<file path="src/rtl/sum_window_serializer.sv">
// Sums adder results over fixed windows of WIN_LEN valid samples and sends each window
// total off chip as a serial frame: a 1-cycle header carrying the window overflow flag,
// then the ACC_W-bit total, MSB first. One holding register sits between the
// accumulator and the shifter.
module sum_window_serializer #(
    parameter int unsigned SUM_W   = 5,
    parameter int unsigned ACC_W   = 12,
    parameter int unsigned WIN_LEN = 16
) (
    input  logic             clk,
    input  logic             rstb,
    input  logic [SUM_W-1:0] sum_i,
    input  logic             sum_valid_i,
    output logic             ser_o,
    output logic             frame_o,
    output logic             busy_o,
    output logic             ovf_o,
    output logic             drop_o
);

    localparam int unsigned CNT_W = $clog2(WIN_LEN);
    localparam int unsigned BIT_W = $clog2(ACC_W);
    localparam logic [CNT_W-1:0] CNT_LAST = CNT_W'(WIN_LEN - 1);
    localparam logic [BIT_W-1:0] BIT_LAST = BIT_W'(ACC_W - 1);

    typedef enum logic [1:0] {StIdle, StHdr, StShift} state_e;

    state_e           state_q, state_d;
    logic [ACC_W-1:0] acc_q, acc_d;
    logic [CNT_W-1:0] cnt_q, cnt_d;
    logic             wovf_q, wovf_d;
    logic [ACC_W-1:0] hold_q, hold_d;
    logic             hold_ovf_q, hold_ovf_d;
    logic             hold_full_q, hold_full_d;
    logic [ACC_W-1:0] sh_q, sh_d;
    logic             hbit_q, hbit_d;
    logic [BIT_W-1:0] bit_q, bit_d;
    logic             ser_d, frame_d, busy_d, ovf_d, drop_d;

    logic [ACC_W:0]   acc_sum;
    logic             clamp;
    logic [ACC_W-1:0] acc_sat;
    logic             win_close;
    logic             reload;
    logic             accept;

    // Saturating add of the zero-extended sample; window close and hold hand-off decode.
    always_comb begin
        acc_sum   = {1'b0, acc_q} + (ACC_W + 1)'(sum_i);
        clamp     = acc_sum[ACC_W];
        acc_sat   = clamp ? {ACC_W{1'b1}} : acc_sum[ACC_W-1:0];
        win_close = sum_valid_i && (cnt_q == CNT_LAST);
        // The shifter takes the held total when idle or on its last payload bit.
        reload    = hold_full_q &&
                    ((state_q == StIdle) || ((state_q == StShift) && (bit_q == '0)));
        // A closing window lands in hold only if hold is empty or being emptied now.
        accept    = win_close && (!hold_full_q || reload);
    end

    // Accumulator, window counter and holding register next state.
    always_comb begin
        acc_d       = acc_q;
        cnt_d       = cnt_q;
        wovf_d      = wovf_q;
        hold_d      = hold_q;
        hold_ovf_d  = hold_ovf_q;
        hold_full_d = hold_full_q;
        ovf_d       = ovf_o;
        drop_d      = win_close && hold_full_q && !reload;
        if (sum_valid_i) begin
            if (win_close) begin
                acc_d  = '0;
                cnt_d  = '0;
                wovf_d = 1'b0;
            end else begin
                acc_d  = acc_sat;
                cnt_d  = cnt_q + 1'b1;
                wovf_d = wovf_q | clamp;
            end
        end
        if (reload) begin
            hold_full_d = 1'b0;
        end
        if (accept) begin
            hold_d      = acc_sat;
            hold_ovf_d  = wovf_q | clamp;
            hold_full_d = 1'b1;
            ovf_d       = ovf_o | wovf_q | clamp;
        end
    end

    // Frame FSM; outputs are registered from the current state, so they lag it by a cycle.
    always_comb begin
        state_d = state_q;
        sh_d    = sh_q;
        hbit_d  = hbit_q;
        bit_d   = bit_q;
        ser_d   = 1'b0;
        frame_d = 1'b0;
        busy_d  = 1'b0;
        unique case (state_q)
            StIdle: begin
                if (hold_full_q) begin
                    state_d = StHdr;
                end
            end
            StHdr: begin
                frame_d = 1'b1;
                busy_d  = 1'b1;
                ser_d   = hbit_q;
                bit_d   = BIT_LAST;
                state_d = StShift;
            end
            StShift: begin
                busy_d = 1'b1;
                ser_d  = sh_q[ACC_W-1];
                sh_d   = {sh_q[ACC_W-2:0], 1'b0};
                bit_d  = bit_q - 1'b1;
                if (bit_q == '0) begin
                    state_d = hold_full_q ? StHdr : StIdle;
                end
            end
            default: state_d = StIdle;
        endcase
        if (reload) begin
            sh_d   = hold_q;
            hbit_d = hold_ovf_q;
        end
    end

    // Datapath state registers.
    always_ff @(posedge clk or negedge rstb) begin
        if (!rstb) begin
            acc_q       <= '0;
            cnt_q       <= '0;
            wovf_q      <= 1'b0;
            hold_q      <= '0;
            hold_ovf_q  <= 1'b0;
            hold_full_q <= 1'b0;
            ovf_o       <= 1'b0;
            drop_o      <= 1'b0;
        end else begin
            acc_q       <= acc_d;
            cnt_q       <= cnt_d;
            wovf_q      <= wovf_d;
            hold_q      <= hold_d;
            hold_ovf_q  <= hold_ovf_d;
            hold_full_q <= hold_full_d;
            ovf_o       <= ovf_d;
            drop_o      <= drop_d;
        end
    end

    // FSM, shifter and serial output registers; reset aborts any frame in flight.
    always_ff @(posedge clk or negedge rstb) begin
        if (!rstb) begin
            state_q <= StIdle;
            sh_q    <= '0;
            hbit_q  <= 1'b0;
            bit_q   <= '0;
            ser_o   <= 1'b0;
            frame_o <= 1'b0;
            busy_o  <= 1'b0;
        end else begin
            state_q <= state_d;
            sh_q    <= sh_d;
            hbit_q  <= hbit_d;
            bit_q   <= bit_d;
            ser_o   <= ser_d;
            frame_o <= frame_d;
            busy_o  <= busy_d;
        end
    end

endmodule

</file>
<file path="config.mk">
export PLATFORM = sky130hd
export DESIGN_NAME = sum_window_serializer
export DESIGN_NICKNAME = d
export VERILOG_FILES = /design/src/rtl/sum_window_serializer.sv
export SDC_FILE = /design/constraint.sdc
export NUM_CORES = 1
export LEC_CHECK = 0
export BUFFER_PORTS_ARGS = -buffer_cell sky130_fd_sc_hd__buf_2
export CORE_ASPECT_RATIO = 0.6
export CORE_MARGIN = 1
export CORE_UTILIZATION = 57
export DETAILED_ROUTE_END_ITERATION = 12
export PLACE_DENSITY = 0.76
export REMOVE_ABC_BUFFERS = 1
export SLEW_MARGIN = 20
export SYNTH_ARGS = -nofsm -noshare
export SYNTH_HDL_FRONTEND = slang
export SYNTH_SLANG_ARGS = --single-unit
</file>
<file path="constraint.sdc">
create_clock -name clk -period 3.85 [get_ports clk]
set_input_delay 0.9625 -clock clk [delete_from_list [all_inputs] [get_ports clk]]
set_output_delay 0.9625 -clock clk [all_outputs]
set_load 0.02 [all_outputs]
</file>
==> impl_results.md <==
* Run status: complete, no violations
* Pin count of the biggest net entering global routing at 38
* Sw Share at 39.96%
* Layout Utilization at 64.81%
* Max-slew violations at 0
* Clock skew at 0.008384 ns
* FMAX at 350.3 MHz
* Pint at 1.344 mW
* Residual DRC count at 0
* Synth Cell Area at 0.002855 mm²
* Vias in the first global route at 1,979
* Fin crit period at 2.855 ns
* GRT Total Usage at 23.68%
* Synth warn at 0
* Pwr Total at 2.238 mW
* Seq pwr share at 42.8%
* # setup viols final at 0
* Number of hold violations in the final report at 0
* Sw Pwr at 894.6 µW
* Horiz. Die Dim at 93.37 µm
* Die footprint at 0.005305 mm²
* IO Pins at 13
* Clock slew at reported path FFs at 0.10 ns
* Ant diodes at 0
* Vias/cell at 6.000
* Core Region at 0.004683 mm²
* Crit-path max FO at 18
* Clock share of power at 15.5%
* Relative slew slack at 38.36%
* Post-cts repair resize count at 0
* Period utilisation layout at 74.15%
* Top-count cell post-synth: dfrtp_1
* Initial antenna violation count at 0
* Nets@finish at 312
* Worst Path Required at 4.03 ns
* Pwr Density at 737.4 mW/mm²
* WS Path Type: input port to flop
* Routed wire per std cell at 15.90 µm
* Area growth syn-to-layout at 6.310%
* Total leakage power at 1.373 nW
* Setup TNS at 0 ns
* Num CTS Buffers at 5
* Htree depth at 2
* Iteration-0 DRC Markers at 185
* RSZ-0062 raised after global routing: no
* First-pass GRT wire length at 9556 µm
* Startpoint types: input port
* Cells after Synth at 286
* Worst Max-Slew Pin Slew at 0.9212 ns
* Combinational power share at 41.7%
* Layout cells sized above 1 at 12.63%
* Die Span Y at 56.82 µm
* Final HPWL DP at 3962 µm
* Worst vdd ir at 0.0004562 V
* CTS tree: built
* Via count of the routed design at 2,136
* Ranking of synthesized cells by area: dfrtp_1 (48%), a21oi_1 (5.3%), ha_1 (4.8%)
* Synth area leader: dfrtp_1
* WP data arrival at 3.03 ns
* Drt first pass iters at 4
* Worst hold slack at 0.4942 ns
* Sequential cell area fraction in the yosys report at 48.20%
* Final instance area at 0.003035 mm²
* Final WL at 5662 µm
* CTS sink count at 55
* Number of port buffers at 12
* Non-Filler Instances at 356
* Final WS setup at 0.9952 ns
* Synth Flop Type: dfrtp_1
* Pre-CTS setup slack at 0.7143 ns
* Row Count at 19
* Area after DPL at 0.002932 mm²
* Post-synth EDFFs at 0
* Max-Cap Viols at 0
* Synthesized area per cell at 9.983 µm²
* Total grt overflow at 0
* Post-route ant nets at 0
* Crit. End Element: flop
* Max clock buf depth at 2
* Most common library cells after synthesis: dfrtp_1 (55), a21oi_1 (30), nor2_1 (21)
* Initial Util at 60.97%
* Placed Cells at 348
* Post-CTS setup buffers at 0
* Hold buffers post-CTS at 0
* Final Wtd Congestion at 0.8274
* Type of the tightest min-delay check: flop to flop
* Worst skew pair latency at 0.31 ns
* Root buf cell: clkbuf_8
* Synth top area share at 48.20%
* Yosys cell types at 54
* Yosys reg bits at 55
* Register-to-Register Setup Slack at 1.35 ns
* Ys async rst share at 100.0%
-- sequential cells by signal, indices dropped and copies added (netlist names), 2 cells and up --
name,flops
acc_q,12
bit_q,4
cnt_q,4
hold_q,12
sh_q,12
state_q,2
-- cell usage in the layout (no fill, tap or decap), types with 4 or more instances in the layout --
cell and count:
nand2_1 19, dfrtp_1 55, clkbuf_8 7, a21oi_1 30, nand3_1 7, buf_4 4, inv_1 17, nor2_1 21
ha_1 11, o21ai_0 10, o21ai_1 7, o22ai_1 7, a31oi_1 6, buf_2 12, mux2_2 4, o31ai_1 4
mux2i_1 12
-- final timing paths --
check / start / endpoint / cells after the start
min in group asynchronous: rstb / sh_q[10] / 1
max in group asynchronous: rstb / bit_q[3] / 2
worst max-delay path: sum_i[0] / hold_q[9] / 7
worst min register to register: ovf_o / ovf_o / 1
worst min-delay path: ovf_o / ovf_o / 1
worst max register to register: acc_q[0] / hold_q[9] / 6
-- cell type report --
cell class / instances / area (µm²)
clock buffer: 7 / 96.34
clock inverter: 1 / 7.507
fill: 372 / 1648
inverter: 17 / 63.81
multi-input combinational: 197 / 1323
sequential: 55 / 1376
tap: 63 / 78.83
timing repair buffer: 16 / 90.09
-- cells by family (layout without fill, tap and decap cells) --
kind of cell,after synthesis,after routing,share of synthesized area (%)
AOI/OAI and AO/OA,93,93,21.25
and+or+nand+nor,72,72,12.53
DFF,55,55,48.20
buffers and inverters,34,41,5.478
muxes,16,16,5.784
adders and majority gates,12,12,5.521
xor gates and xnor gates,4,4,1.227
-- layer usage --
layer / track usage (%) / wire (µm)
met2: 34.98 / 2429
met3: 5.285 / 314
met5: 0 / 0
met1: 35.22 / 2857
met4: 6.154 / 61
-- worst max-delay path: stages --
cell and delay, ns:
buf_2 0.10, ha_1 0.23, fa_1 0.43, a211o_1 0.37
a31o_1 0.46, a21oi_2 0.34, a32oi_1 0.14
-- power by group through the flow --
| stage | logic (mW) | clock network, mW | registers (mW) |
|---|---|---|---|
| CTS | 0.930 | 0.358 | 0.956 |
| detailed placement | 0.925 | 0 | 0.966 |
| global placement | 0.896 | 0 | 0.957 |
| global route | 1.05 | 0.379 | 0.988 |
| finish | 0.934 | 0.346 | 0.959 |
| floorplan | 0.720 | 0 | 0.927 |
Power figures use the tool's default switching activity.
